`src/rtl/phase_nco.sv`:
```
// Phase accumulator NCO with linear frequency chirp; emits 16-bit Furman angles
// over a valid/ready handshake as a counted burst or a continuous stream.
//
// state | meaning
// IDLE  | configuration writable, waiting for start
// RUN   | presenting angle samples, config frozen
module phase_nco #(
    parameter int ACC_W = 32
) (
    input  logic             clk,
    input  logic             resetq,
    input  logic             cfg_we,
    input  logic [ACC_W-1:0] cfg_freq,
    input  logic [ACC_W-1:0] cfg_chirp,
    input  logic [15:0]      cfg_phase,
    input  logic [15:0]      cfg_count,
    input  logic             start,
    input  logic             stop,
    output logic [15:0]      angle,
    output logic             angle_valid,
    input  logic             angle_ready,
    output logic             last,
    output logic             busy,
    output logic             done
);

    typedef enum logic {IDLE, RUN} state_t;

    state_t           r_state;
    state_t           w_state_nxt;
    logic [ACC_W-1:0] r_freq_cfg;
    logic [ACC_W-1:0] r_chirp_cfg;
    logic [15:0]      r_phase_cfg;
    logic [15:0]      r_count_cfg;
    logic [ACC_W-1:0] r_acc;
    logic [ACC_W-1:0] r_freq;
    logic [15:0]      r_remaining;
    logic             r_done;
    logic             w_done_nxt;
    logic             w_run;
    logic             w_hs;
    logic             w_last;
    logic             w_launch;
    logic [15:0]      w_acc_top;

    assign w_run     = (r_state == RUN);
    assign w_hs      = w_run && angle_ready;
    assign w_last    = w_run && (r_count_cfg != 16'd0) && (r_remaining == 16'd1);
    assign w_launch  = (r_state == IDLE) && start;
    assign w_acc_top = r_acc[ACC_W-1 -: 16];

    assign angle       = w_run ? (w_acc_top + r_phase_cfg) : 16'd0;
    assign angle_valid = w_run;
    assign last        = w_last;
    assign busy        = w_run;
    assign done        = r_done;

    always_comb begin
        w_state_nxt = r_state;
        w_done_nxt  = 1'b0;
        case (r_state)
            IDLE: begin
                if (start) w_state_nxt = RUN;
            end
            RUN: begin
                // stop wins over a final handshake, so an aborted burst never reports done
                if (stop) begin
                    w_state_nxt = IDLE;
                end else if (w_hs && w_last) begin
                    w_state_nxt = IDLE;
                    w_done_nxt  = 1'b1;
                end
            end
            default: w_state_nxt = IDLE;
        endcase
    end

    always_ff @(posedge clk or negedge resetq) begin
        if (!resetq) begin
            r_state <= IDLE;
            r_done  <= 1'b0;
        end else begin
            r_state <= w_state_nxt;
            r_done  <= w_done_nxt;
        end
    end

    always_ff @(posedge clk or negedge resetq) begin
        if (!resetq) begin
            r_freq_cfg  <= '0;
            r_chirp_cfg <= '0;
            r_phase_cfg <= '0;
            r_count_cfg <= '0;
        end else if ((r_state == IDLE) && cfg_we) begin
            r_freq_cfg  <= cfg_freq;
            r_chirp_cfg <= cfg_chirp;
            r_phase_cfg <= cfg_phase;
            r_count_cfg <= cfg_count;
        end
    end

    // A start coinciding with cfg_we takes the incoming values directly.
    always_ff @(posedge clk or negedge resetq) begin
        if (!resetq) begin
            r_acc       <= '0;
            r_freq      <= '0;
            r_remaining <= '0;
        end else if (w_launch) begin
            r_acc       <= '0;
            r_freq      <= cfg_we ? cfg_freq : r_freq_cfg;
            r_remaining <= cfg_we ? cfg_count : r_count_cfg;
        end else if (w_hs) begin
            r_acc  <= r_acc + r_freq;
            r_freq <= r_freq + r_chirp_cfg;
            if (r_count_cfg != 16'd0) r_remaining <= r_remaining - 16'd1;
        end
    end

endmodule
```
`config.mk`:
```
export PLATFORM = sky130hd
export DESIGN_NAME = phase_nco
export DESIGN_NICKNAME = d
export VERILOG_FILES = /design/src/rtl/phase_nco.sv
export SDC_FILE = /design/constraint.sdc
export NUM_CORES = 1
export LEC_CHECK = 0
export CAP_MARGIN = 20
export CORE_MARGIN = 4
export CORE_UTILIZATION = 50
export CTS_BUF_LIST = sky130_fd_sc_hd__clkbuf_8
export CTS_CLUSTER_SIZE = 16
export DETAILED_ROUTE_END_ITERATION = 16
export MAX_ROUTING_LAYER = met4
export PLACE_DENSITY_LB_ADDON = 0.25
export SLEW_MARGIN = 5
export SYNTH_ARGS = -nofsm -noshare
export SYNTH_HDL_FRONTEND = slang
export SYNTH_SLANG_ARGS = --single-unit
export TNS_END_PERCENT = 20
```
`constraint.sdc`:
```
create_clock -name clk -period 3.21 [get_ports clk]
set_clock_uncertainty 0.2 [all_clocks]
set_input_delay 0.642 -clock clk [delete_from_list [all_inputs] [get_ports clk]]
set_output_delay 0.642 -clock clk [all_outputs]
set_load 0.01 [all_outputs]
```
Word-level counts from Yosys, hierarchy flattened:

Cells that the tools add are included.

* register bits after elaboration: 178
* output and inout bits: 20
* input port bits: 102
* logic and storage cells: 42

* bitwise gates (word level): 1
* reduce and logical (&&, ||, !) cells: 10
* eq/ne operators: 1
* add/subtract/negate cells: 4
* multiplexer cells: 17

Operators by type and width (count)
* 32-bit two-way mux: 5
* 16-bit two-way mux: 5
* 32-bit adder: 2
* 16-bit adder: 1
* 16-bit by 1-bit == test with 1-bit output (second input constant): 1
* 16-bit nonzero test: 1
* 16-bit by 1-bit subtractor with 16-bit output (second input constant): 1
* 1-bit logical AND: 6
* 1-bit two-way mux: 6
* 2-bit nonzero test: 2
* 1-bit one-hot mux with 2 select lines: 1
* 2-bit AND reduction: 1
* 1-bit inverter: 1

Depth between registers and ports, before layout:

* depth in word-level cells: 7
* gate-level depth with buffers: 12
* mapped depth without buffers: 12

Worst setup path before layout:

Ideal clock, no wire load.

* kind: register -> output
* start point: register r_phase_cfg[1]
* end point: output port angle[15]
* arrival time: 2532 ps
* cell stages (with the launch flop): 11
* setup slack: -164 ps
* data required time: 2368 ps
* path buffers: 0
* cell sequence: dfrtp_1 ha_1 a21o_1 a21o_1 a2111oi_4 nor3_1 nor2_1 a211oi_1 o31a_1 or3_1 a21oi_1

* word-level cells in the longest chain between the ends: 2

Ends and longest elaborated chain
* start: declaration: line 33 `logic [15:0] r_phase_cfg;`
* start signal: assignment: line 97 `r_phase_cfg <= cfg_phase;`
* 16-bit adder: line 52 `assign angle = w_run ? (w_acc_top + r_phase_cfg) : 16'd0;`
* 16-bit two-way mux: line 52
* end: declaration: line 19 `output logic [15:0] angle,`

No other way between the ends.

Worst setup path in the final report:

Ends and elaborated chain as after synthesis.

==> run summary <==
status -> complete, but fails checks
failing checks -> negative setup slack
Max-Slew Margin vs Limit -> 55.0%
Pre-antenna DRT Iters -> 5
H-tree levels -> 4
Non-Filler Instances -> 1619
syn nets -> 1342
Power Dens Cells -> 927 nW/µm²
number of synthesized register bits -> 178
P&R area growth vs syn -> 21.8%
worst slew pin tran -> 673 ps
Max IR drop VDD -> 382 µV
Core Rows -> 55
Final Hold Vio Count -> 0
FMAX -> 258 MHz
DR iter-0 viols -> 547
post-route cell area -> 14000 µm²
Reg clk slew, reported paths -> 90 ps
full die area -> 25500 µm²
drt via density -> 5.79
total gr overflow -> 0
utilization after layout -> 61.8%
commonest non-fill, non-tap cell in the layout -> dfrtp_1
Clock Tree Root -> clkbuf_8
minimum clock period -> 3880 ps
maxcap violations -> 0
hold_ws -> 301 ps
DRT antenna net count -> 0
Primary FF master, synth -> dfrtp_1
pin count of the biggest net entering global routing -> 97
# DRC -> 0
Die X -> 160 µm
gpl congestion -> 0.949
sequential share of the synthesized area -> 38.8%
io pins -> 122
Yosys warning count -> 0
vias in the first global route -> 9063
WL/cell -> 17.6 µm
crit-path max FO -> 2
commonest non-fill, non-tap cells in the layout -> 178 x dfrtp_1, 105 x mux2_2, 105 x clkdlybuf4s50_1, 91 x nand2_1, 83 x a21oi_1
Post-synth EDFFs -> 0
dpl cells -> 1582
nets@finish -> 1505
share of post-route cells with drive strength above 1 -> 20.5%
CP arrival -> 3040 ps
Initial Util -> 50.7%
Clock Power Share -> 12.7%
final setup fails -> 11
asr flop ratio synth -> 100%
CP endpoint kind -> primary output
Hold Path Class -> register to register
final wirelength -> 28600 µm
RSZ-0062 raised after global routing -> yes
syn avg cell area -> 9.92 µm²
# fillers -> 1884
Net Sw Frac -> 42.9%
Seq pwr share -> 27.4%
period utilization -> 121%
Int Power -> 7.40 mW
setup TNS -> -3950 ps
die height -> 160 µm
NetSw -> 5.57 mW
IO buf count -> 121
Synth Cell Area -> 11500 µm²
CORE AREA -> 22600 µm²
max-slew violations -> 0
vias -> 9369
GR Util All Layers -> 22.7%
worst setup margin -> -672 ps
Netlist cell types -> 74
Skew-Pair Late Insertion Delay -> 470 ps
Max clock buf depth -> 2
TritonCTS clock tree -> done
CTS sink count -> 178
Leak Pwr -> 6.19 nW
first-pass GRT wire length -> 46500 µm
Setup crit start kind -> register
post-DP HPWL -> 20700 µm
CP required -> 2370 ps
cts bufs inserted -> 17
logic gate share of total power -> 59.9%
WS Path Type -> register to primary output
antenna cells -> 0
Cells after Synth -> 1158
initial antenna violation count -> 0
Area after DPL -> 13400 µm²
[power groups by stage]
stage                     registers, mW  logic, mW  clock network (mW)
after floorplan                    3.35       5.55                   0
after detailed placement           3.58       7.55                   0
after global placement             3.55       7.43                   0
after global routing               3.63       8.61                1.78
final                              3.56       7.77                1.65
after CTS                          3.54       7.57                1.68
[routing by layer]
layer	share of wire [%]	vias to the layer above	wire [µm]	GRT usage [%]
li1	-	4592	-	-
met1	49	4506	14000	32.0
met2	44	235	12600	34.3
met3	5.2	36	1500	4.43
met4	1.6	0	459	5.05
met5	0	-	0	-
[cells by family after synthesis]
logic type | synth area share [%]
xor+xnor | 5.64
fa+ha+maj | 9.13
compound gates | 18.7
flops | 38.8
mux | 13.7
buf+inv | 2.73
simple gates | 11.3
[sequential cells by signal (all words and copies together), names as in the netlist]
register     cells
r_remaining     16
r_phase_cfg     16
r_acc           32
r_chirp_cfg     32
r_count_cfg     16
angle_valid      1
r_freq_cfg      32
done             1
r_freq          32
[worst max-delay path, stage by stage, from the launching register on]
cell       delay [ps]
dfrtp_1           390
ha_1              290
a21o_1            150
a21o_1            190
a2111oi_4         350
nor3_2             90
nor2_2            150
a211oi_2          100
o31a_1            270
or3_4             330
a21oi_2           130
buf_2             140
[worst paths after layout]
check | cells past startpoint | slack (ps) | from | to
setup / recovery | 11 | -670 | r_phase_cfg[1] | angle[15]
hold / removal | 2 | 300 | r_acc[8] | r_acc[8]
setup reg to reg | 10 | 40 | r_acc[16] | r_acc[25]
hold reg to reg | 2 | 300 | r_acc[8] | r_acc[8]
max in group asynchronous | 3 | 1560 | resetq | r_freq[10]
min in group asynchronous | 2 | 490 | resetq | r_phase_cfg[11]
[per-stage QoR]
stage / setup WS (ps) / power (mW)
finish: -672 / 13.0
global route: -865 / 14.0
CTS: -788 / 12.8
detailed placement: -667 / 11.1
global placement: -642 / 11.0
floorplan: -35.8 / 8.90
[repair_timing]
item / 4_1_cts / 5_1_grt
hold endpoints to repair: 55 / 0
hold buffers: 1 / 0
endpoints found under the setup margin: 14 / 30
buffers inserted: 1 / 3
gates resized for setup: 53 / 17
pin swaps: 19 / 17
[cells in the mapped netlist, types with 3 or more instances]
cell type,count,area [µm²]
a211oi_1,21,158
a21o_1,37,278
a21oi_1,93,465
a31o_2,3,26.3
a31oi_1,11,68.8
a32o_1,3,30.0
and2_1,7,43.8
and3_1,4,25.0
buf_1,6,22.5
buf_2,10,50.1
clkbuf_1,32,120
dfrtp_1,178,4450
fa_1,3,60.1
ha_1,79,988
inv_1,29,109
mux2_2,105,1180
mux2i_1,39,390
nand2_1,92,345
nand2b_1,7,43.8
nand3_1,16,80.1
nand4_1,12,75.1
nor2_1,73,274
nor2b_1,17,106
nor3_1,16,80.1
nor4_1,10,62.6
o211ai_1,9,67.6
o21a_1,11,82.6
o21ai_0,58,290
o21ai_1,7,35.0
o21bai_1,8,60.1
o221ai_1,13,114
o22ai_1,10,62.6
o311ai_0,3,26.3
o31ai_1,8,60.1
or3_1,5,31.3
or4_1,3,22.5
xnor2_1,42,368
xor2_1,32,280
[final cells by class]
class | count | area [µm²] | area share, %
clock buffer | 20 | 275 | 1.97
clock inverter | 12 | 148 | 1.05
inverter | 29 | 109 | 0.778
multi-input combinational | 901 | 6870 | 49.1
sequential | 178 | 4450 | 31.8
tap | 285 | 357 | 2.55
timing repair buffer | 194 | 1780 | 12.7
Power figures use the tool's default switching activity.
